**config.mk**
```make
export PLATFORM = sky130hd
export DESIGN_NAME = data_mem_access_flat
export DESIGN_NICKNAME = d
export VERILOG_FILES = /design/src/rtl/data_mem_access_pkg.sv /design/src/rtl/data_mem_access_if.sv /design/src/rtl/data_mem_access_store_align.sv /design/src/rtl/data_mem_access.sv /design/src/flat_wrapper.sv
export SDC_FILE = /design/constraint.sdc
export NUM_CORES = 1
export LEC_CHECK = 0
export BUFFER_PORTS_ARGS = -buffer_cell sky130_fd_sc_hd__buf_2
export CAP_MARGIN = 10
export CORE_ASPECT_RATIO = 1.25
export CORE_MARGIN = 3
export CORE_UTILIZATION = 28
export DETAILED_ROUTE_END_ITERATION = 12
export GPL_ROUTABILITY_DRIVEN = 1
export MAX_ROUTING_LAYER = met4
export SLEW_MARGIN = 10
export SYNTH_ARGS = -nofsm -noshare
export SYNTH_HDL_FRONTEND = slang
export SYNTH_SLANG_ARGS = --single-unit
```
**constraint.sdc**
```tcl
create_clock -name CPU_CLK -period 2.4 [get_ports CPU_CLK]
set_input_delay 0.48 -clock CPU_CLK [delete_from_list [all_inputs] [get_ports CPU_CLK]]
set_output_delay 0.48 -clock CPU_CLK [all_outputs]
set_load 0.02 [all_outputs]
```
**src/rtl/data_mem_access_pkg.sv**
```systemverilog
`default_nettype none
// +--------------------------------------------------------------------------+
// | Module  : data_mem_access_pkg                                            |
// | Purpose : Shared codes for the MEM-stage data memory access controller:  |
// |           store-type codes, RegWrite/load-type codes, FSM state codes    |
// |           and the alignment rule.                                        |
// | Rev     : 1.0  initial release                                           |
// +--------------------------------------------------------------------------+
package data_mem_access_pkg;

    // Store type codes (ReqStoreType)
    localparam logic [1:0] STORE_NONE = 2'd0;
    localparam logic [1:0] SB         = 2'd1;
    localparam logic [1:0] SH         = 2'd2;
    localparam logic [1:0] SW         = 2'd3;

    // RegWrite / load type codes (ReqLoadType, LoadRegWrite)
    localparam logic [2:0] NOREGWRITE = 3'd0;
    localparam logic [2:0] LB         = 3'd1;
    localparam logic [2:0] LH         = 3'd2;
    localparam logic [2:0] LW         = 3'd3;
    localparam logic [2:0] LBU        = 3'd4;
    localparam logic [2:0] LHU        = 3'd5;

    // Controller FSM state codes
    typedef enum logic [1:0] {
        S_IDLE = 2'd0,
        S_WAIT = 2'd1,
        S_DONE = 2'd2
    } state_e;

    // An access is misaligned when it would cross the 32-bit word boundary.
    // A nonzero store type takes precedence; the load type is then ignored.
    function automatic logic is_misaligned(input logic [1:0] store_type,
                                           input logic [2:0] load_type,
                                           input logic [1:0] b);
        logic half;
        logic word;
        half = (store_type == SH) ||
               ((store_type == STORE_NONE) && ((load_type == LH) || (load_type == LHU)));
        word = (store_type == SW) ||
               ((store_type == STORE_NONE) && (load_type == LW));
        return (half && (b == 2'd3)) || (word && (b != 2'd0));
    endfunction

endpackage
`default_nettype wire

```
**src/rtl/data_mem_access_if.sv**
```systemverilog
`default_nettype none
// +--------------------------------------------------------------------------+
// | Module  : data_mem_access_if                                             |
// | Purpose : Pipeline request/response and data-memory bus bundle.          |
// |           master : the access controller (accepts requests, drives Mem*) |
// |           slave  : the environment (pipeline + data memory)              |
// | Ports   : Req* pipeline request, Mem* memory handshake, Load* response   |
// | Rev     : 1.0  initial release                                           |
// +--------------------------------------------------------------------------+
interface data_mem_access_if;
    logic        ReqValid;
    logic        ReqReady;
    logic [31:0] ReqAddr;
    logic [31:0] ReqStoreData;
    logic [1:0]  ReqStoreType;
    logic [2:0]  ReqLoadType;
    logic        ReqDone;
    logic        MemReq;
    logic [31:0] MemAddr;
    logic [3:0]  MemWE;
    logic [31:0] MemWData;
    logic        MemAck;
    logic [31:0] MemRData;
    logic [31:0] LoadWord;
    logic [1:0]  LoadedBytesSelect;
    logic [2:0]  LoadRegWrite;
    logic        LoadValid;
    logic        MisalignErr;
    logic        TimeoutErr;

    modport master (
        input  ReqValid, ReqAddr, ReqStoreData, ReqStoreType, ReqLoadType,
        input  MemAck, MemRData,
        output ReqReady, ReqDone,
        output MemReq, MemAddr, MemWE, MemWData,
        output LoadWord, LoadedBytesSelect, LoadRegWrite, LoadValid,
        output MisalignErr, TimeoutErr
    );

    modport slave (
        output ReqValid, ReqAddr, ReqStoreData, ReqStoreType, ReqLoadType,
        output MemAck, MemRData,
        input  ReqReady, ReqDone,
        input  MemReq, MemAddr, MemWE, MemWData,
        input  LoadWord, LoadedBytesSelect, LoadRegWrite, LoadValid,
        input  MisalignErr, TimeoutErr
    );
endinterface
`default_nettype wire

```
**src/rtl/data_mem_access_store_align.sv**
```systemverilog
`default_nettype none
// +--------------------------------------------------------------------------+
// | Module  : data_mem_access_store_align                                    |
// | Purpose : Combinational store lane steering. Replicates right-aligned    |
// |           store data across the word and builds byte write-enables.      |
// | Ports   : i_store_type  store code (none/SB/SH/SW)                       |
// |           i_byte_sel    ReqAddr[1:0]                                     |
// |           i_data        right-aligned store source                       |
// |           o_we          byte write-enables (0 when no store)             |
// |           o_wdata       replicated write data                            |
// | Rev     : 1.0  initial release                                           |
// +--------------------------------------------------------------------------+
module data_mem_access_store_align
    import data_mem_access_pkg::*;
(
    input  logic [1:0]  i_store_type,
    input  logic [1:0]  i_byte_sel,
    input  logic [31:0] i_data,
    output logic [3:0]  o_we,
    output logic [31:0] o_wdata
);

    // Data is replicated so the memory picks the right lanes purely from the
    // write-enables; no barrel shift of the data is needed.
    always_comb begin
        o_we    = 4'b0000;
        o_wdata = 32'h0;
        case (i_store_type)
            SB: begin
                o_we    = 4'b0001 << i_byte_sel;
                o_wdata = {4{i_data[7:0]}};
            end
            SH: begin
                o_we    = 4'b0011 << i_byte_sel;
                o_wdata = {2{i_data[15:0]}};
            end
            SW: begin
                o_we    = 4'b1111;
                o_wdata = i_data;
            end
            default: begin
                o_we    = 4'b0000;
                o_wdata = 32'h0;
            end
        endcase
    end

endmodule
`default_nettype wire

```
**src/rtl/data_mem_access.sv**
```systemverilog
`default_nettype none
// +--------------------------------------------------------------------------+
// | Module  : data_mem_access                                                |
// | Purpose : MEM-stage access controller. Accepts one load/store, issues it |
// |           to a variable-latency word-wide data memory with a req/ack     |
// |           handshake and timeout, returns the raw load word to the        |
// |           load-extension stage and flags misaligned accesses.            |
// | Ports   : CPU_CLK    clock, rising edge                                  |
// |           CPU_RST_N  asynchronous active-low reset                       |
// |           bus        data_mem_access_if.master (Req*, Mem*, Load*, errs) |
// | Params  : MEM_TIMEOUT  max WAIT cycles before TimeoutErr (0 = disabled)  |
// | Rev     : 1.0  initial release                                           |
// +--------------------------------------------------------------------------+
module data_mem_access
    import data_mem_access_pkg::*;
#(
    parameter int MEM_TIMEOUT = 255
)(
    input  wire logic          CPU_CLK,
    input  wire logic          CPU_RST_N,
    data_mem_access_if.master  bus
);

    // Width floors at 1 so the disabled-timeout build still has a legal vector.
    localparam int c_cnt_w = (MEM_TIMEOUT > 0) ? $clog2(MEM_TIMEOUT + 1) : 1;
    localparam logic [c_cnt_w-1:0] c_tmo_last = c_cnt_w'((MEM_TIMEOUT > 0) ? (MEM_TIMEOUT - 1) : 0);
    localparam logic [c_cnt_w-1:0] c_cnt_max  = '1;

    state_e              state_q,     state_d;
    logic [c_cnt_w-1:0]  cnt_q,       cnt_d;
    logic                mem_req_q,   mem_req_d;
    logic [31:0]         mem_addr_q,  mem_addr_d;
    logic [3:0]          mem_we_q,    mem_we_d;
    logic [31:0]         mem_wdata_q, mem_wdata_d;
    logic [31:0]         load_word_q, load_word_d;
    logic [1:0]          sel_q,       sel_d;
    logic [2:0]          rtype_q,     rtype_d;
    logic                mis_q,       mis_d;
    logic                tmo_q,       tmo_d;

    logic [3:0]          w_we;
    logic [31:0]         w_wdata;
    logic                w_accept;
    logic                w_misaligned;
    logic                w_noop;

    data_mem_access_store_align u_store_align (
        .i_store_type (bus.ReqStoreType),
        .i_byte_sel   (bus.ReqAddr[1:0]),
        .i_data       (bus.ReqStoreData),
        .o_we         (w_we),
        .o_wdata      (w_wdata)
    );

    assign w_accept     = bus.ReqValid && (state_q == S_IDLE);
    assign w_misaligned = is_misaligned(bus.ReqStoreType, bus.ReqLoadType, bus.ReqAddr[1:0]);
    assign w_noop       = (bus.ReqStoreType == STORE_NONE) && (bus.ReqLoadType == NOREGWRITE);

    always_comb begin
        state_d     = state_q;
        cnt_d       = cnt_q;
        mem_req_d   = mem_req_q;
        mem_addr_d  = mem_addr_q;
        mem_we_d    = mem_we_q;
        mem_wdata_d = mem_wdata_q;
        load_word_d = load_word_q;
        sel_d       = sel_q;
        rtype_d     = rtype_q;
        mis_d       = mis_q;
        tmo_d       = tmo_q;

        case (state_q)
            S_IDLE: begin
                if (w_accept) begin
                    sel_d   = bus.ReqAddr[1:0];
                    mis_d   = 1'b0;
                    tmo_d   = 1'b0;
                    cnt_d   = '0;
                    rtype_d = NOREGWRITE;
                    if (w_misaligned) begin
                        mis_d   = 1'b1;
                        state_d = S_DONE;
                    end else if (w_noop) begin
                        state_d = S_DONE;
                    end else begin
                        mem_addr_d  = {bus.ReqAddr[31:2], 2'b00};
                        mem_we_d    = w_we;
                        mem_wdata_d = w_wdata;
                        // A store takes priority; a simultaneous load never writes back.
                        rtype_d     = (bus.ReqStoreType != STORE_NONE) ? NOREGWRITE
                                                                       : bus.ReqLoadType;
                        mem_req_d   = 1'b1;
                        state_d     = S_WAIT;
                    end
                end
            end
            S_WAIT: begin
                // Ack is checked first so an ack on the last allowed cycle wins.
                if (bus.MemAck) begin
                    load_word_d = bus.MemRData;
                    mem_req_d   = 1'b0;
                    state_d     = S_DONE;
                end else if ((MEM_TIMEOUT > 0) && (cnt_q == c_tmo_last)) begin
                    mem_req_d   = 1'b0;
                    tmo_d       = 1'b1;
                    rtype_d     = NOREGWRITE;
                    state_d     = S_DONE;
                end else if (cnt_q != c_cnt_max) begin
                    cnt_d = cnt_q + 1'b1;
                end
            end
            S_DONE: begin
                state_d = S_IDLE;
            end
            default: begin
                state_d = S_IDLE;
            end
        endcase
    end

    always_ff @(posedge CPU_CLK or negedge CPU_RST_N) begin
        if (!CPU_RST_N) begin
            state_q     <= S_IDLE;
            cnt_q       <= '0;
            mem_req_q   <= 1'b0;
            mem_addr_q  <= 32'h0;
            mem_we_q    <= 4'h0;
            mem_wdata_q <= 32'h0;
            load_word_q <= 32'h0;
            sel_q       <= 2'd0;
            rtype_q     <= NOREGWRITE;
            mis_q       <= 1'b0;
            tmo_q       <= 1'b0;
        end else begin
            state_q     <= state_d;
            cnt_q       <= cnt_d;
            mem_req_q   <= mem_req_d;
            mem_addr_q  <= mem_addr_d;
            mem_we_q    <= mem_we_d;
            mem_wdata_q <= mem_wdata_d;
            load_word_q <= load_word_d;
            sel_q       <= sel_d;
            rtype_q     <= rtype_d;
            mis_q       <= mis_d;
            tmo_q       <= tmo_d;
        end
    end

    assign bus.ReqReady          = (state_q == S_IDLE);
    assign bus.ReqDone           = (state_q == S_DONE);
    assign bus.MemReq            = mem_req_q;
    assign bus.MemAddr           = mem_addr_q;
    assign bus.MemWE             = mem_we_q;
    assign bus.MemWData          = mem_wdata_q;
    assign bus.LoadWord          = load_word_q;
    assign bus.LoadedBytesSelect = sel_q;
    assign bus.LoadRegWrite      = rtype_q;
    // Error/store/no-op paths leave rtype at NOREGWRITE, so this is load success.
    assign bus.LoadValid         = (state_q == S_DONE) && !mis_q && !tmo_q && (rtype_q != NOREGWRITE);
    assign bus.MisalignErr       = (state_q == S_DONE) && mis_q;
    assign bus.TimeoutErr        = (state_q == S_DONE) && tmo_q;

endmodule
`default_nettype wire

```
**src/flat_wrapper.sv**
```systemverilog
// flat-port wrapper written by rule: the top's interface ports become plain ports
module data_mem_access_flat import data_mem_access_pkg::*;
#(
    parameter int MEM_TIMEOUT = 255
)
  (CPU_CLK, CPU_RST_N, bus_ReqValid, bus_ReqAddr, bus_ReqStoreData, bus_ReqStoreType, bus_ReqLoadType, bus_MemAck, bus_MemRData, bus_ReqReady, bus_ReqDone, bus_MemReq, bus_MemAddr, bus_MemWE, bus_MemWData, bus_LoadWord, bus_LoadedBytesSelect, bus_LoadRegWrite, bus_LoadValid, bus_MisalignErr, bus_TimeoutErr);
  data_mem_access_if bus_i ();
  input  wire logic CPU_CLK;
  input  wire logic CPU_RST_N;
  input wire logic [$bits(bus_i.ReqValid)-1:0] bus_ReqValid;
  input wire logic [$bits(bus_i.ReqAddr)-1:0] bus_ReqAddr;
  input wire logic [$bits(bus_i.ReqStoreData)-1:0] bus_ReqStoreData;
  input wire logic [$bits(bus_i.ReqStoreType)-1:0] bus_ReqStoreType;
  input wire logic [$bits(bus_i.ReqLoadType)-1:0] bus_ReqLoadType;
  input wire logic [$bits(bus_i.MemAck)-1:0] bus_MemAck;
  input wire logic [$bits(bus_i.MemRData)-1:0] bus_MemRData;
  output wire logic [$bits(bus_i.ReqReady)-1:0] bus_ReqReady;
  output wire logic [$bits(bus_i.ReqDone)-1:0] bus_ReqDone;
  output wire logic [$bits(bus_i.MemReq)-1:0] bus_MemReq;
  output wire logic [$bits(bus_i.MemAddr)-1:0] bus_MemAddr;
  output wire logic [$bits(bus_i.MemWE)-1:0] bus_MemWE;
  output wire logic [$bits(bus_i.MemWData)-1:0] bus_MemWData;
  output wire logic [$bits(bus_i.LoadWord)-1:0] bus_LoadWord;
  output wire logic [$bits(bus_i.LoadedBytesSelect)-1:0] bus_LoadedBytesSelect;
  output wire logic [$bits(bus_i.LoadRegWrite)-1:0] bus_LoadRegWrite;
  output wire logic [$bits(bus_i.LoadValid)-1:0] bus_LoadValid;
  output wire logic [$bits(bus_i.MisalignErr)-1:0] bus_MisalignErr;
  output wire logic [$bits(bus_i.TimeoutErr)-1:0] bus_TimeoutErr;
  assign bus_i.ReqValid = bus_ReqValid;
  assign bus_i.ReqAddr = bus_ReqAddr;
  assign bus_i.ReqStoreData = bus_ReqStoreData;
  assign bus_i.ReqStoreType = bus_ReqStoreType;
  assign bus_i.ReqLoadType = bus_ReqLoadType;
  assign bus_i.MemAck = bus_MemAck;
  assign bus_i.MemRData = bus_MemRData;
  assign bus_ReqReady = bus_i.ReqReady;
  assign bus_ReqDone = bus_i.ReqDone;
  assign bus_MemReq = bus_i.MemReq;
  assign bus_MemAddr = bus_i.MemAddr;
  assign bus_MemWE = bus_i.MemWE;
  assign bus_MemWData = bus_i.MemWData;
  assign bus_LoadWord = bus_i.LoadWord;
  assign bus_LoadedBytesSelect = bus_i.LoadedBytesSelect;
  assign bus_LoadRegWrite = bus_i.LoadRegWrite;
  assign bus_LoadValid = bus_i.LoadValid;
  assign bus_MisalignErr = bus_i.MisalignErr;
  assign bus_TimeoutErr = bus_i.TimeoutErr;
  data_mem_access #(.MEM_TIMEOUT(MEM_TIMEOUT)) u_core (.CPU_CLK(CPU_CLK), .CPU_RST_N(CPU_RST_N), .bus(bus_i));
endmodule
```
==> results of run 1 <==
==> cell families after synthesis <==
logic type                 Yosys count
and+or+nand+nor                     97
adders and majority gates            6
DFF                                116
xor gates and xnor gates             5
AOI/OAI and AO/OA                   95
other                                1
muxes                               65
buffers and inverters               30
==> repair_timing <==
| item | CTS | global route |
|---|---|---|
| hold endpoints to repair | 16 | 0 |
| setup endpoints to repair | 0 | 0 |
| setup buffers | 0 | 0 |
| hold buffers | 1 | 0 |
==> cell type report <==
| class | count | area [um2] |
|---|---|---|
| Fill cell | 1765 | 10400 |
| Timing Repair Buffer | 237 | 1310 |
| Multi-Input combinational cell | 270 | 1980 |
| Inverter | 6 | 22.5 |
| Clock buffer | 20 | 467 |
| Sequential cell | 116 | 2900 |
| Clock inverter | 12 | 175 |
| Tap cell | 224 | 280 |
==> cells in the final DEF (no fill, tap or decap), drive strengths merged, types with 3 or more instances in the layout <==
cell type / instances
clkinv: 4
ha: 6
buf: 236
a21oi: 22
clkbuf: 20
nor2b: 4
o21ai: 41
nand2b: 3
mux2: 65
a22oi: 8
dfrtp: 116
a22o: 11
clkinvlp: 3
xnor2: 5
bufinv: 4
nor2: 15
a211oi: 3
inv: 7
nand3: 4
nand2: 55
o311ai: 3
==> sequential cells by signal (all words and copies together) (netlist names), 2 cells and up <==
register                      cells
u_core.state_q                    2
u_core.bus.MemWE                  4
u_core.cnt_q                      8
u_core.bus.LoadRegWrite           3
u_core.bus.MemWData              32
u_core.bus.LoadWord              32
u_core.bus.LoadedBytesSelect      2
u_core.bus.MemAddr               30
==> layer usage <==
metal	global-route usage	vias to the layer above
met1	0.167	1890
met4	0.0526	0
li1	-	1934
met2	0.241	154
met5	-	-
met3	0.0524	11
==> power by group <==
group / internal [mW] / switching, mW / total (mW)
clock network: 1.82 / 0.925 / 2.74
registers: 2.77 / 0.417 / 3.19
logic: 1.33 / 2.01 / 3.34
==> how the worst min path moves through the flow <==
stage | startpoint | end | slack (ns) | cells after the start
global route | bus_MemRData[20] | u_core.bus.LoadWord[20]$_DFFE_PN0P_ | 0.27 | 2
floorplan | CPU_RST_N | u_core.bus.LoadRegWrite[0]$_DFFE_PN0P_ | 0.18 | 0
global placement | CPU_RST_N | u_core.bus.LoadWord[10]$_DFFE_PN0P_ | 0.39 | 1
CTS | bus_MemRData[31] | u_core.bus.LoadWord[31]$_DFFE_PN0P_ | 0.27 | 2
detailed placement | CPU_RST_N | u_core.bus.LoadWord[10]$_DFFE_PN0P_ | 0.38 | 1
finish | bus_MemRData[6] | u_core.bus.LoadWord[6]$_DFFE_PN0P_ | 0.30 | 2
==> critical path, stage by stage (launching register included) <==
cell and delay [ns]:
sky130_fd_sc_hd__dfrtp_1 0.54, sky130_fd_sc_hd__nor2b_1 0.29, sky130_fd_sc_hd__nor4b_1 0.24, sky130_fd_sc_hd__buf_2 0.21
==> through the flow <==
stage,utilization,instance area (um2)
2_1_floorplan,-,5050
3_5_place_dp,0.369,6490
3_3_place_gp,0.369,6490
4_1_cts,0.406,7140
5_1_grt,0.406,7140
6_report,0.406,7140
==> impl_summary.txt, run 1 <==
----------------------------------------------------
[Outcome]
  Outcome ... finished, final reports clean

[Detailed routing]
  Total number of vias ... 3989
  Routed wl met3 ... 1110 um
  Post-DR vias/cell ... 4.51
  Number of search-and-repair iterations in the first detailed-routing pass ... 4
  Met2 wirelength from detailed routing ... 6930 um
  Violation count after the first detailed-routing iteration ... 98
  # DRC ... 0
  Highest metal layer used by the detailed router ... met4
  Total Wirelength ... 13900 um
  DR WL/cell ... 15.7 um
  Final antenna-violating net count ... 0
  Wl on met1 ... 5590 um

[Pwr]
  Worst VDD drop ... 0.594 mV
  LEAKAGE ... 3.52 nW
  Total power of the final layout ... 9.27 mW
  Total power density per cell area ... 1300 nW/um2

[STA]
  Transition time of the tightest slew-check pin ... 0.709 ns
  Worst setup slack after layout ... 0.243 ns
  Setup-violating endpoint count in the final report ... 0
  Worst clock skew ... 0.00719 ns
  Minimum clock period after layout ... 2.16 ns
  Headroom to the max-slew limit ... 0.525
  Number of max-slew violations in the final report ... 0
  Setup repair after global routing missed its margin ... no
  Final hold viol count ... 0
  Highest Clock Rate ... 464 MHz
  Share of the clock period used by the worst path ... 0.899
  Hold Slack ... 0.296 ns
  Total Neg Setup Slack ... 0 ns

[Synth]
  Fraction of post-synthesis cell area in the top cell type by area ... 0.576
  Post-synthesis share of cell area spent on and, or, nand and nor gates ... 0.0898
  Library cell with the largest summed area after synthesis ... sky130_fd_sc_hd__dfrtp_1
  Post-synth design cell area ... 5040 um2
  Count of state elements after synthesis ... 116
  Post-synthesis share of cell area spent on full adders, half adders and majority gates ... 0.0149
  Share of cell area taken by muxes after synthesis ... 0.145
  Synth Instances ... 415
  Main area contributors after synthesis ... sky130_fd_sc_hd__dfrtp_1, sky130_fd_sc_hd__mux2_2, sky130_fd_sc_hd__nand2_1
  Synthesized-area fraction occupied by xor and xnor cells ... 0.00868
  Synth Warn # ... 0
  Count of flip-flops with a built-in enable after synthesis ... 0
  Most used standard cells in the synthesized netlist ... sky130_fd_sc_hd__dfrtp_1, sky130_fd_sc_hd__mux2_2, sky130_fd_sc_hd__nand2_1
  Commonest register cell after synthesis ... sky130_fd_sc_hd__dfrtp_1
  Fraction of registers with async set or reset after synthesis ... 1.00
  Share of the synthesized area in compound gates (AO/OA/AOI/OAI) ... 0.132
  Number of different library cells in the post-synthesis netlist ... 44
  Most numerous cell in the Yosys netlist ... sky130_fd_sc_hd__dfrtp_1
  Share of the yosys chip area belonging to registers ... 0.576
  Post-Syn Area per Cell ... 12.2 um2
  Main combinational cell family by area after synthesis ... multiplexers

[Clocking]
  Clock tree from TritonCTS ... done
  Htree depth ... 4
  Insertion delay of the later-clocked pin in the worst-skew pair ... 0.41 ns
  Clk root buf ... sky130_fd_sc_hd__clkbuf_16
  Post-CTS sizing ... 0
  Number of buffers created by CTS ... 17
  TritonCTS Sinks ... 116
  Clock transition time at the flip-flop clock pins of the worst setup and hold paths ... 0.06 ns
  Buffer levels on the longest clock path ... 2

[Critical path]
  Data required time of the critical path ... 1.92 ns
  CP Max Fanout ... 12
  First element of the critical path ... u_core.state_q[1]$_DFFE_PN0P_
  Critical path start-end classification ... flop to primary output
  Critical Path AT ... 1.68 ns
  Reg-to-reg slack, setup ... 0.64 ns
  Endpoint of the most critical setup path ... bus_LoadValid
  Critical Path Source Type ... flop
  R2R cell count ... 4
  Worst r2r src ... u_core.state_q[0]$_DFFE_PN0P_
  Destination of the worst register-to-register timing path ... u_core.bus.MemWData[8]$_DFFE_PN0P_
  Element type at the critical path end ... primary output

[Placement]
  # port buffers ... 213
  Routability congestion estimate ... 0.757
  Number of instances in the placed design ... 852
  Setup WS pre-CTS ... -0.120 ns
  Post-detail-place hpwl ... 10200 um

[Cells and area]
  Layout cells sized above 1 ... 0.543
  Number of diodes added for antenna fixing ... 0
  Layout Cells excl Fill ... 885
  Area growth syn-to-layout ... 41.5%
  NumNets Final ... 759

[Die]
  I/O pins ... 216
  Vertical die dimension ... 156 um
  Die footprint ... 19700 um2
  Starting utilization of the core area ... 0.287
  Core area ... 17600 um2
  Chip width ... 126 um
  Cell Rows ... 54

[GRT]
  Via count of the first global-routing pass ... 4079
  Global-route wire length before repair ... 21900 um
  Overflow after GRT ... 0
  Largest net degree at the start of global routing ... 52
  Antenna violations before repair ... 0
  Tot GR Track Use ... 0.147

[Run]
  Number of violations of the max-capacitance limit ... 0

[Min path]
  Classification of the worst-slack hold path ... input pin to flop

----------------------------------------------------
Note: power is estimated with default switching activity, not from simulation.
==> run 2: changes to the inputs <==
--- a/config.mk
+++ b/config.mk
@@ -5,11 +5,12 @@
 export SDC_FILE = /design/constraint.sdc
 export NUM_CORES = 1
 export LEC_CHECK = 0
-export BUFFER_PORTS_ARGS = -buffer_cell sky130_fd_sc_hd__buf_2
+export BUFFER_PORTS_ARGS = -buffer_cell sky130_fd_sc_hd__buf_4
 export CAP_MARGIN = 10
 export CORE_ASPECT_RATIO = 1.25
 export CORE_MARGIN = 3
 export CORE_UTILIZATION = 28
+export CTS_BUF_LIST = sky130_fd_sc_hd__clkbuf_4 sky130_fd_sc_hd__clkbuf_8
 export DETAILED_ROUTE_END_ITERATION = 12
 export GPL_ROUTABILITY_DRIVEN = 1
 export MAX_ROUTING_LAYER = met4
==> run 2 against run 1 <==
Compared with the run above: clock-buffer cell count fell by 3; via count grew 1.2%; hold slack lost 0.18 ns; clock skew grew 0.0060 ns; final cell count shrank 0.68%; worst setup slack better by 0.045 ns; routed wire length increased by 2.2%; register-to-register slack worse by 0.16 ns; critical path depth is the same; total power fell by 2.3%; clock power down 27%; largest cell class unchanged; highest routed layer unchanged.
==> impl_summary.txt, run 2 (synthesis gave the netlist of run 1 again) <==
----------------------------------------------------
[Critical path]
  Slowest Stage Delay on Critical Path ... 0.48 ns (was 0.54 ns)
  Element type at the critical path end ... primary output (unchanged)
  Data required time of the critical path ... 1.92 ns (about the same)
  Critical path's top delay family ... simple AND/OR/NAND/NOR gates (was flip-flops)
  Crit path max-delay cell type ... sky130_fd_sc_hd__dfrtp_2 (was sky130_fd_sc_hd__dfrtp_1)
  Buffers & Inverters on Critical Path ... 1 (unchanged)
  Critical path start-end classification ... flop to primary output (unchanged)
  Critical Path AT ... 1.63 ns (was 1.68 ns)
  Cell Chain, Critical Path ... nor2b_1 -> nor4b_1 -> buf_4 (was nor2b_1 -> nor4b_1 -> buf_2)
  CP Max Fanout ... 12 (unchanged)
  Critical Path Source Type ... flop (unchanged)

[Detailed routing]
  Total number of vias ... 4037 (was 3989)
  Total Wirelength ... 14200 um (was 13900 um)
  Violation count after the first detailed-routing iteration ... 137 (was 98)
  # DRC ... 0 (unchanged)
  DR WL/cell ... 16.1 um (was 15.7 um)
  Number of search-and-repair iterations in the first detailed-routing pass ... 4 (unchanged)
  Post-DR vias/cell ... 4.59 (was 4.51)
  Final antenna-violating net count ... 0 (unchanged)

[Clocking]
  Total setup buffers inserted after CTS ... 0 (unchanged)
  Number of buffers created by CTS ... 17 (unchanged)
  Clk root buf ... sky130_fd_sc_hd__clkbuf_8 (was sky130_fd_sc_hd__clkbuf_16)
  Post-CTS sizing ... 0 (unchanged)
  Insertion delay of the later-clocked pin in the worst-skew pair ... 0.44 ns (was 0.41 ns)
  Clock transition time at the flip-flop clock pins of the worst setup and hold paths ... 0.07 ns (was 0.06 ns)
  Clock tree from TritonCTS ... done (unchanged)
  Hold buffer count at CTS ... 0 (was 1)
  Htree depth ... 4 (unchanged)
  Buffer levels on the longest clock path ... 2 (unchanged)
  TritonCTS Sinks ... 116 (unchanged)

[Die]
  Chip width ... 126 um (unchanged)
  I/O pins ... 216 (unchanged)
  Starting utilization of the core area ... 0.287 (unchanged)
  Vertical die dimension ... 156 um (unchanged)
  Core area ... 17600 um2 (unchanged)
  Die footprint ... 19700 um2 (unchanged)
  Cell Rows ... 54 (unchanged)

[Placement]
  # port buffers ... 213 (unchanged)
  Routability congestion estimate ... 0.776 (was 0.757)
  Setup WS pre-CTS ... -0.0686 ns (was -0.120 ns)
  Post-detail-place hpwl ... 10600 um (was 10200 um)
  Number of instances in the placed design ... 847 (was 852)

[GRT]
  Antenna violations before repair ... 0 (unchanged)
  Tot GR Track Use ... 0.151 (was 0.147)
  Via count of the first global-routing pass ... 4401 (was 4079)
  Largest net degree at the start of global routing ... 117 (was 52)
  Global-route wire length before repair ... 22800 um (was 21900 um)
  Overflow after GRT ... 0 (unchanged)

[STA]
  Transition time of the tightest slew-check pin ... 0.780 ns (was 0.709 ns)
  Setup-violating endpoint count in the final report ... 0 (unchanged)
  Worst clock skew ... 0.0132 ns (was 0.00719 ns)
  Final hold viol count ... 0 (unchanged)
  Share of the clock period used by the worst path ... 0.880 (was 0.899)
  Setup repair after global routing missed its margin ... no (unchanged)
  Minimum clock period after layout ... 2.11 ns (was 2.16 ns)
  Headroom to the max-slew limit ... 0.475 (was 0.525)
  Worst setup slack after layout ... 0.288 ns (was 0.243 ns)
  Number of max-slew violations in the final report ... 0 (unchanged)
  Highest Clock Rate ... 474 MHz (was 464 MHz)

[Pwr]
  Total power of the final layout ... 9.06 mW (was 9.27 mW)
  LEAKAGE ... 3.54 nW (was 3.52 nW)
  Worst VDD drop ... 0.768 mV (was 0.594 mV)
  Total power density per cell area ... 1220 nW/um2 (was 1300 nW/um2)

[Cells and area]
  NumNets Final ... 753 (was 759)
  Most frequent cells in the layout ... sky130_fd_sc_hd__buf_4, sky130_fd_sc_hd__dfrtp_1, sky130_fd_sc_hd__mux2_2, sky130_fd_sc_hd__nand2_1, sky130_fd_sc_hd__a21oi_1 (was sky130_fd_sc_hd__buf_2, sky130_fd_sc_hd__dfrtp_1, sky130_fd_sc_hd__mux2_2, sky130_fd_sc_hd__nand2_1, sky130_fd_sc_hd__a21oi_1)
  Area growth syn-to-layout ... 46.8% (was 41.5%)
  Layout cells sized above 1 ... 0.542 (was 0.543)
  Number of diodes added for antenna fixing ... 0 (unchanged)
  Leading cell type in the layout, fill and taps excluded ... sky130_fd_sc_hd__buf_4 (was sky130_fd_sc_hd__buf_2)
  Layout Cells excl Fill ... 879 (was 885)

[Min path]
  Classification of the worst-slack hold path ... input pin to async pin (was input pin to flop)

[Run]
  Number of violations of the max-capacitance limit ... 0 (unchanged)

[Outcome]
  Outcome ... finished, final reports clean (unchanged)

----------------------------------------------------
-- run 2: cell count changes in the layout (fill, tap and decap cells not counted), moves of 2 or more --
cell                        delta
sky130_fd_sc_hd__buf_2       -212
sky130_fd_sc_hd__buf_4       +208
sky130_fd_sc_hd__clkbuf_16    -17
sky130_fd_sc_hd__clkbuf_8     +14
sky130_fd_sc_hd__inv_6         +2
-- run 2: cell type report --
cell class,count,area [um2]
multi-input combinational,270,1980
fill,1730,10200
inverter,6,22.5
timing repair buffer,231,1780
sequential,116,2900
clock buffer,17,234
tap,224,280
clock inverter,15,204
-- run 2: worst register-to-register path: stages, from the launching register on --
cell and delay [ns]:
sky130_fd_sc_hd__dfrtp_1 0.43, sky130_fd_sc_hd__inv_1 0.08, sky130_fd_sc_hd__ha_1 0.18, sky130_fd_sc_hd__nor2_1 0.06
sky130_fd_sc_hd__o31ai_1 0.64, sky130_fd_sc_hd__a211oi_1 0.21, sky130_fd_sc_hd__xnor2_1 0.17, sky130_fd_sc_hd__nor2_1 0.06
-- run 2: stage by stage --
step                      hold slack, ns  area [um2]  TNS (ns)  utilization
after floorplan                    0.184        5050         0            -
after global placement             0.468        6970         0        0.397
after detailed placement           0.473        6970     -1.75        0.397
after CTS                          0.130        7400         0        0.422
after global routing               0.157        7410         0        0.422
final                              0.115        7410         0        0.422
-- run 2: worst paths after layout --
kind                       cells after the start  slack [ns]                                start                             endpoint
max in group asynchronous                      2        1.78                            CPU_RST_N   u_core.bus.MemAddr[21]$_DFFE_PN0P_
min                                            2        0.11                            CPU_RST_N  u_core.bus.LoadWord[10]$_DFFE_PN0P_
min in group CPU_CLK                           2        0.27                      bus_ReqAddr[27]   u_core.bus.MemAddr[27]$_DFFE_PN0P_
min reg2reg                                    2        0.48  u_core.bus.MemWData[30]$_DFFE_PN0P_  u_core.bus.MemWData[30]$_DFFE_PN0P_
max reg2reg                                    7        0.48          u_core.cnt_q[0]$_DFFE_PN0P_          u_core.cnt_q[5]$_DFFE_PN0P_
max                                            3        0.29        u_core.state_q[1]$_DFFE_PN0P_                        bus_LoadValid
-- run 2: power breakdown --
| group | internal [mW] | switching, mW |
|---|---|---|
| registers | 2.77 | 0.480 |
| clock network | 1.14 | 0.858 |
| logic | 1.80 | 2.02 |
-- run 2: per-layer routing --
| metal | GRT usage | part of all wire | wire [um] |
|---|---|---|---|
| met3 | 0.0534 | 0.075 | 1060 |
| met2 | 0.252 | 0.51 | 7170 |
| met1 | 0.168 | 0.40 | 5650 |
| met4 | 0.0531 | 0.019 | 272 |
| met5 | - | 0 | 0 |
==> run 3: changes to the inputs <==
--- a/config.mk
+++ b/config.mk
@@ -5,7 +5,7 @@
 export SDC_FILE = /design/constraint.sdc
 export NUM_CORES = 1
 export LEC_CHECK = 0
-export BUFFER_PORTS_ARGS = -buffer_cell sky130_fd_sc_hd__buf_4
+export BUFFER_PORTS_ARGS = -buffer_cell sky130_fd_sc_hd__buf_2
 export CAP_MARGIN = 10
 export CORE_ASPECT_RATIO = 1.25
 export CORE_MARGIN = 3
==> run 3 against run 2 <==
Compared with the run above: global-route usage decreased by 0.35 points; via count decreased by 0.94%; clock-buffer cell count increased by 3; sequential cell count unchanged; combinational power decreased by 12%; core utilization decreased by 2.6 points; total power decreased by 5.4%; critical path depth unchanged; first-iteration DRC count decreased by 25%; critical path type unchanged; largest cell class unchanged.
==> impl_summary.txt, run 3 (synthesis gave the netlist of run 1 again) <==
----------------------------------------------------
[STA]
  Number of max-slew violations in the final report ... 0 (unchanged)
  Total Neg Setup Slack ... 0 ns (unchanged)
  Setup repair after global routing missed its margin ... no (unchanged)
  Headroom to the max-slew limit ... 0.526 (was 0.475)
  Final hold viol count ... 0 (unchanged)
  Worst clock skew ... 0.0129 ns (was 0.0132 ns)
  Minimum clock period after layout ... 2.18 ns (was 2.11 ns)
  Setup-violating endpoint count in the final report ... 0 (unchanged)
  Highest Clock Rate ... 458 MHz (was 474 MHz)
  Share of the clock period used by the worst path ... 0.910 (was 0.880)
  Transition time of the tightest slew-check pin ... 0.708 ns (was 0.780 ns)

[Detailed routing]
  Total Wirelength ... 13800 um (was 14200 um)
  Number of search-and-repair iterations in the first detailed-routing pass ... 4 (unchanged)
  Violation count after the first detailed-routing iteration ... 103 (was 137)
  Post-DR vias/cell ... 4.52 (was 4.59)
  Total number of vias ... 3999 (was 4037)
  Final antenna-violating net count ... 0 (unchanged)
  DR WL/cell ... 15.6 um (was 16.1 um)
  # DRC ... 0 (unchanged)

[Clocking]
  Hold buffer count at CTS ... 1 (was 0)
  TritonCTS Sinks ... 116 (unchanged)
  Post-CTS sizing ... 0 (unchanged)
  Total setup buffers inserted after CTS ... 0 (unchanged)
  Clock transition time at the flip-flop clock pins of the worst setup and hold paths ... 0.08 ns (was 0.07 ns)
  Insertion delay of the later-clocked pin in the worst-skew pair ... 0.44 ns (about the same)
  Number of buffers created by CTS ... 17 (unchanged)
  Buffer levels on the longest clock path ... 2 (unchanged)
  Clk root buf ... sky130_fd_sc_hd__clkbuf_8 (unchanged)
  Clock tree from TritonCTS ... done (unchanged)
  Htree depth ... 4 (unchanged)

[Critical path]
  CP Max Fanout ... 12 (unchanged)
  Critical path start-end classification ... flop to primary output (unchanged)
  Data required time of the critical path ... 1.92 ns (about the same)
  Critical Path AT ... 1.70 ns (was 1.63 ns)
  Element type at the critical path end ... primary output (unchanged)
  First element of the critical path ... u_core.state_q[1]$_DFFE_PN0P_ (unchanged)
  Critical Path Source Type ... flop (unchanged)
  Reg-to-reg slack, setup ... 0.65 ns (was 0.48 ns)
  Worst r2r src ... u_core.state_q[0]$_DFFE_PN0P_ (was u_core.cnt_q[0]$_DFFE_PN0P_)

[Die]
  Cell Rows ... 54 (unchanged)
  Starting utilization of the core area ... 0.287 (unchanged)
  Core area ... 17600 um2 (unchanged)
  Chip width ... 126 um (unchanged)
  Die footprint ... 19700 um2 (unchanged)
  Vertical die dimension ... 156 um (unchanged)
  I/O pins ... 216 (unchanged)

[Pwr]
  Total power of the final layout ... 8.57 mW (was 9.06 mW)
  Total power density per cell area ... 1230 nW/um2 (was 1220 nW/um2)
  Worst VDD drop ... 0.545 mV (was 0.768 mV)
  LEAKAGE ... 3.43 nW (was 3.54 nW)

[Cells and area]
  Number of diodes added for antenna fixing ... 0 (unchanged)
  Area growth syn-to-layout ... 37.7% (was 46.8%)
  Most frequent cells in the layout ... sky130_fd_sc_hd__buf_2, sky130_fd_sc_hd__dfrtp_1, sky130_fd_sc_hd__mux2_2, sky130_fd_sc_hd__nand2_1, sky130_fd_sc_hd__a21oi_1 (was sky130_fd_sc_hd__buf_4, sky130_fd_sc_hd__dfrtp_1, sky130_fd_sc_hd__mux2_2, sky130_fd_sc_hd__nand2_1, sky130_fd_sc_hd__a21oi_1)
  Leading cell type in the layout, fill and taps excluded ... sky130_fd_sc_hd__buf_2 (was sky130_fd_sc_hd__buf_4)
  Layout Utilization ... 0.395 (was 0.422)
  NumNets Final ... 759 (was 753)
  Layout cells sized above 1 ... 0.543 (was 0.542)

[GRT]
  Global-route wire length before repair ... 21900 um (was 22800 um)
  Tot GR Track Use ... 0.147 (was 0.151)
  Antenna violations before repair ... 0 (unchanged)
  Overflow after GRT ... 0 (unchanged)
  Via count of the first global-routing pass ... 4085 (was 4401)
  Largest net degree at the start of global routing ... 52 (was 117)

[Placement]
  Routability congestion estimate ... 0.757 (was 0.776)
  # port buffers ... 213 (unchanged)
  Post-detail-place hpwl ... 10200 um (was 10600 um)

[Min path]
  HP Start ... bus_MemRData[6]
  Classification of the worst-slack hold path ... input pin to flop (was input pin to async pin)

[Run]
  Number of violations of the max-capacitance limit ... 0 (unchanged)

[Outcome]
  Outcome ... finished, final reports clean (unchanged)

----------------------------------------------------
[run 3: stage by stage]
stage / instances / worst slack, ns / hold WS, ns / instance area, um2
2_1_floorplan: 416 / 0.0990 / 0.184 / 5050
3_3_place_gp: 852 / -0.0292 / 0.386 / 6490
3_5_place_dp: 852 / -0.120 / 0.382 / 6490
4_1_cts: 885 / 0.154 / 0.230 / 6950
5_1_grt: 885 / 0.0904 / 0.229 / 6950
6_report: 885 / 0.217 / 0.271 / 6950
[run 3: metal layers]
layer  track usage  wire length (um)  vias up
met3        0.0521              1060       13
met4        0.0485               195        0
li1              -                 -     1933
met2         0.243              6930      151
met1         0.168              5620     1902
met5             -                 0        -
[run 3: path summary, 6_finish.rpt]
path / endpoint / cells past startpoint
worst max-delay path: bus_LoadValid / 3
worst min-delay path: u_core.bus.LoadWord[6]$_DFFE_PN0P_ / 2
worst max register to register: u_core.bus.MemWData[8]$_DFFE_PN0P_ / 4
worst min register to register: u_core.bus.MemWData[25]$_DFFE_PN0P_ / 2
max in group asynchronous: u_core.bus.MemWData[18]$_DFFE_PN0P_ / 3
min in group asynchronous: u_core.bus.LoadWord[9]$_DFFE_PN0P_ / 2
[run 3: layout make-up]
class / instances / area (um2)
fill: 1791 / 10600
sequential: 116 / 2900
clock inverter: 12 / 175
clock buffer: 20 / 275
tap: 224 / 280
inverter: 6 / 22.5
timing repair buffer: 237 / 1310
multi-input combinational: 270 / 1980
[run 3: worst max-delay path, cell delays in order (launching register included)]
cell and delay [ns]:
sky130_fd_sc_hd__dfrtp_1 0.54, sky130_fd_sc_hd__nor2b_1 0.29, sky130_fd_sc_hd__nor4b_1 0.24, sky130_fd_sc_hd__buf_2 0.21
[run 3: power by group]
part	switching [mW]	leakage [nW]	total (mW)	internal [mW]
combinational	2.01	1.78	3.34	1.33
sequential	0.417	1.44	3.18	2.77
clock	0.835	0.221	2.05	1.21
